==> config.mk <==
export PLATFORM = sky130hd
export DESIGN_NAME = ps2_scan_fifo_flat
export DESIGN_NICKNAME = d
export VERILOG_FILES = /design/src/rtl/ps2_scan_fifo_if.sv /design/src/rtl/ps2_scan_fifo.sv /design/src/flat_wrapper.sv
export SDC_FILE = /design/constraint.sdc
export NUM_CORES = 1
export LEC_CHECK = 0
export CORE_MARGIN = 2
export CORE_UTILIZATION = 38
export CTS_CLUSTER_SIZE = 16
export DETAILED_ROUTE_END_ITERATION = 6
export PLACE_DENSITY = 0.61
export SLEW_MARGIN = 20
export SYNTH_ARGS = -nofsm -noshare
export SYNTH_HDL_FRONTEND = slang
export SYNTH_SLANG_ARGS = --single-unit
==> constraint.sdc <==
create_clock -name clk -period 3.6 [get_ports clk]
set_input_delay 0.54 -clock clk [delete_from_list [all_inputs] [get_ports clk]]
set_output_delay 0.54 -clock clk [all_outputs]
set_load 0.05 [all_outputs]
==> src/rtl/ps2_scan_fifo_if.sv <==
// Bus between the CPU-side poller / PS/2 pads and the scan-code receiver.
interface ps2_scan_fifo_if;
    logic        ps2_clk;
    logic        ps2_data;
    logic        rd;
    logic [31:0] rdata;
    logic        ready;
    logic        overflow;
    logic        frame_err;

    // Device side: consumes pad lines and read strobe, drives status/data.
    modport slave (
        input  ps2_clk,
        input  ps2_data,
        input  rd,
        output rdata,
        output ready,
        output overflow,
        output frame_err
    );

    // Host side: drives pad lines and read strobe, observes status/data.
    modport master (
        output ps2_clk,
        output ps2_data,
        output rd,
        input  rdata,
        input  ready,
        input  overflow,
        input  frame_err
    );
endinterface

==> src/rtl/ps2_scan_fifo.sv <==
// PS/2 keyboard receiver feeding a scan-code FIFO, polled by CPU loads.
// Read word: {ready, 22'b0, overflow, head[7:0]}; each strobed read pops one entry.
module ps2_scan_fifo #(
    parameter int unsigned DEPTH_LOG2     = 3,
    parameter int unsigned TIMEOUT_CYCLES = 100000
) (
    input logic            clk,
    input logic            reset,
    ps2_scan_fifo_if.slave bus
);
    localparam int unsigned DEPTH = 1 << DEPTH_LOG2;
    localparam int unsigned PTR_W = DEPTH_LOG2 + 1;
    localparam int unsigned CNT_W = $clog2(TIMEOUT_CYCLES + 1);
    localparam logic [CNT_W-1:0] TIMEOUT_VAL = CNT_W'(TIMEOUT_CYCLES);

    typedef enum logic [1:0] {
        StIdle,
        StRecv,
        StCheck
    } state_t;

    // Synchronisers and edge detector
    logic r_sclk_meta;
    logic r_sclk;
    logic r_sclk_prev;
    logic r_sdata_meta;
    logic r_sdata;
    logic w_fall;

    // Two-flop synchronisers for both pad lines plus the previous clock sample.
    always_ff @(posedge clk or posedge reset) begin
        if (reset) begin
            r_sclk_meta  <= 1'b1;
            r_sclk       <= 1'b1;
            r_sclk_prev  <= 1'b1;
            r_sdata_meta <= 1'b1;
            r_sdata      <= 1'b1;
        end else begin
            r_sclk_meta  <= bus.ps2_clk;
            r_sclk       <= r_sclk_meta;
            r_sclk_prev  <= r_sclk;
            r_sdata_meta <= bus.ps2_data;
            r_sdata      <= r_sdata_meta;
        end
    end

    assign w_fall = r_sclk_prev & ~r_sclk;

    // Inactivity timer
    logic [CNT_W-1:0] r_idle_cnt;
    logic             w_timeout;

    // Counts cycles since the last PS/2 falling edge, saturating at the limit.
    always_ff @(posedge clk or posedge reset) begin
        if (reset) begin
            r_idle_cnt <= '0;
        end else if (w_fall) begin
            r_idle_cnt <= '0;
        end else if (r_idle_cnt != TIMEOUT_VAL) begin
            r_idle_cnt <= r_idle_cnt + CNT_W'(1);
        end
    end

    assign w_timeout = (r_idle_cnt == TIMEOUT_VAL);

    // Receiver
    state_t     r_state;
    logic [3:0] r_bitcnt;
    logic [9:0] r_shift;      // after bit 10: [7:0] data, [8] parity, [9] stop
    logic       r_good;
    logic       r_frame_err;
    logic [9:0] w_shift_next;

    assign w_shift_next = {r_sdata, r_shift[9:1]};

    // Frame FSM: start bit, 8 data bits, parity, stop, then a one-cycle verdict.
    always_ff @(posedge clk or posedge reset) begin
        if (reset) begin
            r_state     <= StIdle;
            r_bitcnt    <= 4'd0;
            r_shift     <= '0;
            r_good      <= 1'b0;
            r_frame_err <= 1'b0;
        end else begin
            r_frame_err <= 1'b0;
            unique case (r_state)
                StIdle: begin
                    // A high line on a falling edge is noise, not a frame.
                    if (w_fall && !r_sdata) begin
                        r_state  <= StRecv;
                        r_bitcnt <= 4'd1;
                        r_shift  <= '0;
                    end
                end
                StRecv: begin
                    if (w_fall) begin
                        r_shift <= w_shift_next;
                        if (r_bitcnt == 4'd10) begin
                            r_state     <= StCheck;
                            r_bitcnt    <= 4'd0;
                            r_good      <= (^w_shift_next[8:0]) & w_shift_next[9];
                            r_frame_err <= ~((^w_shift_next[8:0]) & w_shift_next[9]);
                        end else begin
                            r_bitcnt <= r_bitcnt + 4'd1;
                        end
                    end else if (w_timeout) begin
                        // Keyboard stalled mid-frame: drop the partial byte.
                        r_state     <= StIdle;
                        r_bitcnt    <= 4'd0;
                        r_shift     <= '0;
                        r_frame_err <= 1'b1;
                    end
                end
                StCheck: begin
                    r_state  <= StIdle;
                    r_bitcnt <= 4'd0;
                    r_good   <= 1'b0;
                end
                default: begin
                    r_state  <= StIdle;
                    r_bitcnt <= 4'd0;
                end
            endcase
        end
    end

    // Scan-code FIFO
    logic [7:0]       r_mem [DEPTH];
    logic [PTR_W-1:0] r_wptr;
    logic [PTR_W-1:0] r_rptr;
    logic             r_overflow;
    logic             w_empty;
    logic             w_full;
    logic             w_push;
    logic             w_pop;
    logic             w_write;
    logic [7:0]       w_head;

    assign w_empty = (r_wptr == r_rptr);
    assign w_full  = (r_wptr[DEPTH_LOG2] != r_rptr[DEPTH_LOG2]) &&
                     (r_wptr[DEPTH_LOG2-1:0] == r_rptr[DEPTH_LOG2-1:0]);
    assign w_push  = (r_state == StCheck) && r_good;
    assign w_pop   = bus.rd & ~w_empty;
    // A same-cycle pop frees the slot the push lands in, so full is no obstacle.
    assign w_write = w_push & (~w_full | w_pop);

    // Storage array; contents are don't-care while the slot is unoccupied.
    always_ff @(posedge clk) begin
        if (w_write) begin
            r_mem[r_wptr[DEPTH_LOG2-1:0]] <= r_shift[7:0];
        end
    end

    // Pointers and the sticky overflow flag.
    always_ff @(posedge clk or posedge reset) begin
        if (reset) begin
            r_wptr     <= '0;
            r_rptr     <= '0;
            r_overflow <= 1'b0;
        end else begin
            if (w_write) begin
                r_wptr <= r_wptr + PTR_W'(1);
            end
            if (w_pop) begin
                r_rptr <= r_rptr + PTR_W'(1);
            end
            if (w_pop) begin
                r_overflow <= 1'b0;
            end else if (w_push && w_full) begin
                r_overflow <= 1'b1;
            end
        end
    end

    // Read word is combinational so a single-cycle load sees the current head.
    always_comb begin
        w_head = 8'h00;
        if (!w_empty) begin
            w_head = r_mem[r_rptr[DEPTH_LOG2-1:0]];
        end
    end

    assign bus.rdata     = {~w_empty, 22'b0, r_overflow, w_head};
    assign bus.ready     = ~w_empty;
    assign bus.overflow  = r_overflow;
    assign bus.frame_err = r_frame_err;

endmodule
==> src/flat_wrapper.sv <==
// flat-port wrapper written by rule: the top's interface ports become plain ports
module ps2_scan_fifo_flat 
#(
    parameter int unsigned DEPTH_LOG2     = 3,
    parameter int unsigned TIMEOUT_CYCLES = 100000
)
  (clk, reset, bus_ps2_clk, bus_ps2_data, bus_rd, bus_rdata, bus_ready, bus_overflow, bus_frame_err);
  ps2_scan_fifo_if bus_i ();
  input logic clk;
  input logic reset;
  input wire logic [$bits(bus_i.ps2_clk)-1:0] bus_ps2_clk;
  input wire logic [$bits(bus_i.ps2_data)-1:0] bus_ps2_data;
  input wire logic [$bits(bus_i.rd)-1:0] bus_rd;
  output wire logic [$bits(bus_i.rdata)-1:0] bus_rdata;
  output wire logic [$bits(bus_i.ready)-1:0] bus_ready;
  output wire logic [$bits(bus_i.overflow)-1:0] bus_overflow;
  output wire logic [$bits(bus_i.frame_err)-1:0] bus_frame_err;
  assign bus_i.ps2_clk = bus_ps2_clk;
  assign bus_i.ps2_data = bus_ps2_data;
  assign bus_i.rd = bus_rd;
  assign bus_rdata = bus_i.rdata;
  assign bus_ready = bus_i.ready;
  assign bus_overflow = bus_i.overflow;
  assign bus_frame_err = bus_i.frame_err;
  ps2_scan_fifo #(.DEPTH_LOG2(DEPTH_LOG2), .TIMEOUT_CYCLES(TIMEOUT_CYCLES)) u_core (.clk(clk), .reset(reset), .bus(bus_i));
endmodule
==> run metrics <==
status finished clean; vias 2,773; CTS root buf clkbuf_16; Tcrit/Tclk final 87.9%; Avg WL per Cell 15.6 µm; Starting DRT DRC Count 173; DRC violations left 0; CP Capture Type output pin; Max-cap violations 0; Synth Warn # 0; hold_buf cts 0; Post-synth EDFFs 64; PD cells 669 nW/µm²; Post-synth top cells 64 x edfxtp_1, 44 x dfrtp_1, 36 x nor2_1; CTS Buf Count 17; largest net degree at the start of global routing 50; IO Pins 40; synthesis-to-layout area growth 16.9%; CP max stage delay 730 ps; P_leak 2.37 nW; final setup violation count 0; unrepaired setup endpoints after global routing no; first-pass GRT wire length 14,700 µm; die width 120 µm; Critical Path Slowest Stage Cell clkdlybuf4s50_1; Min Hold Slack 357 ps; Final Hold Fails 0; FF/Latch Area 3150 µm²; DR vias/cell 4.86; CTS sink cnt 113; maximum fanout along the worst path 20; most frequent cell after synthesis edfxtp_1; routability congestion estimate from global placement 0.717; Overflow after GRT 0; Worst Skew 7.51 ps; cell types occupying the most area after synthesis edfxtp_1 38%, dfrtp_1 22%, mux4_2 7.1%, buf_4 3.7%, xor2_1 3.1%; CP Launch Type flip-flop; die area 14,400 µm²; Worst IR Drop VDD 398 µV; number of core rows 42; TritonCTS clock tree done; share of the synthesized area in the top cell type 37.6%; fin util 45.3%; Hold Path Class flip-flop to flip-flop; Period minus WS final 3160 ps; #FFs+latches synth 113; first-pass detailed-route iteration total 4; area taken by multi-input logic gates 1750 µm²; Synth Instances 352; ys async rst share 43.4%; CP required 3060 ps; Clock transition at path regs 50 ps; layout cells sized above 1 19.3%; crit-path cells buf_4 -> xnor2_1 -> and4_1 -> inv_1 -> clkdlybuf4s50_1; number of antenna violations at the first check in global routing 0; number of fillers in the final layout 1,168; Starting Density 38.7%; Clk Latency, worst-skew pair 410 ps; average size of a mapped cell 14.5 µm²; vias in the first global route 2,800; PostCTS Resize Cnt 0; antenna-violating nets left 0; post-CTS setup buffer count 0; setup tns final 0 ps; critical path type flip-flop to output pin; die height 120 µm; Slew @ Worst Pin 940 ps; H-Tree Level Count 4; Synth cell types 55; Seq/Total Area, Yosys 61.7%; post-synth top area cell edfxtp_1; Clock Path Buffers 2; dominant synthesized flop cell edfxtp_1; fin nets 395; Critical Path AT 2620 ps; final slew viol count 0; core area 13,200 µm²; worst rel slew slack 37.1%; Cell Area, Synth 5110 µm²; fmax 0.316 GHz; cell family with the largest share of critical-path delay buffers and inverters; worst path bufs/invs 3; DRT Wirelength 8880 µm; HPWL after detailed placement 5480 µm; gr usage total 13.6%; # diodes 0; number of port buffers 17
worst register-to-register path, stage by stage (launching register included):
cell	delay [ps]
dfrtp_1	320
buf_4	340
xnor2_1	130
nand3_1	220
o311ai_2	140
nor2_1	760
layout make-up:
type / instances / share of cell area (%)
flip-flops and latches: 113 / 52.8
clock inverters: 15 / 2.39
clock buffers: 17 / 7.12
well taps: 176 / 3.69
repair buffers: 27 / 4.11
multi-input cells: 213 / 29.3
inverters: 9 / 0.587
path summary, 6_finish.rpt:
check                           slack (ps)                             end                         start  cells after the start
worst max-delay path                   440                   bus_rdata[31]  u_core.r_rptr[0]$_DFFE_PP0P_                      5
worst min-delay path                   360         u_core.r_sclk$_DFF_PP1_  u_core.r_sclk_meta$_DFF_PP1_                      0
worst max register to register        1310    u_core.r_mem[5][3]$_DFFE_PP_  u_core.r_rptr[0]$_DFFE_PP0P_                      5
worst min register to register         360         u_core.r_sclk$_DFF_PP1_  u_core.r_sclk_meta$_DFF_PP1_                      0
max in group asynchronous             2490  u_core.r_bitcnt[1]$_DFFE_PP0P_                         reset                      2
min in group asynchronous              600    u_core.r_rptr[2]$_DFFE_PP0P_                         reset                      2
metal layers:
layer	up-vias	global-route usage [%]	wire length [µm]
met1	1408	17.2	4010
li1	1307	-	-
met5	-	0	0
met2	48	21.9	4480
met4	0	5.74	121
met3	10	4.04	261
registers in the layout, indices dropped and copies added, names as in the netlist:
register	flops
u_core.r_mem	64
u_core.r_idle_cnt	17
u_core.r_shift	10
u_core.r_bitcnt	4
u_core.r_rptr	4
u_core.r_wptr	4
u_core.r_state	2
u_core.bus.frame_err	1
u_core.bus.overflow	1
u_core.r_good	1
u_core.r_sclk	1
u_core.r_sclk_meta	1
u_core.r_sclk_prev	1
u_core.r_sdata	1
u_core.r_sdata_meta	1
per-stage QoR:
step	cells	power (mW)	setup WS (ps)	area [µm²]
after global placement	538	2.42	819	5400
after CTS	570	4.04	366	5970
after floorplan	373	2.27	1230	5190
after global routing	570	4.18	261	5970
after detailed placement	538	2.43	803	5400
final	570	3.99	436	5970
where the power goes:
group	leakage, nW	total [mW]	switching [mW]	internal (mW)
sequential	1.25	1.51	0.0705	1.43
combinational	0.852	0.893	0.551	0.342
clock	0.268	1.60	0.586	1.01
placed cells by master, fill, tap and decap left out, drive strengths merged, types with 5 or more instances in the layout:
cell type      instances
a22o                  10
mux2i                  8
nor2                  38
nand2                 11
nand3                 12
buf                   10
edfxtp                64
dfrtp                 44
inv                   10
ha                     9
conb                  22
dfstp                  5
mux4                  16
xnor2                 14
clkinv                 8
xor2                  18
clkdlybuf4s50         17
clkbuf                17
o21ai                  6
cells by family after synthesis:
| group | after synthesis | synth area share (%) |
|---|---|---|
| buf+inv | 47 | 5.58 |
| mux | 27 | 9.28 |
| other cells | 1 | 0.0734 |
| xor+xnor | 33 | 6.07 |
| compound gates | 32 | 5.34 |
| simple gates | 90 | 9.70 |
| fa+ha+maj | 9 | 2.20 |
| flops | 113 | 61.7 |
No activity file was read; power rests on OpenSTA's default activity.
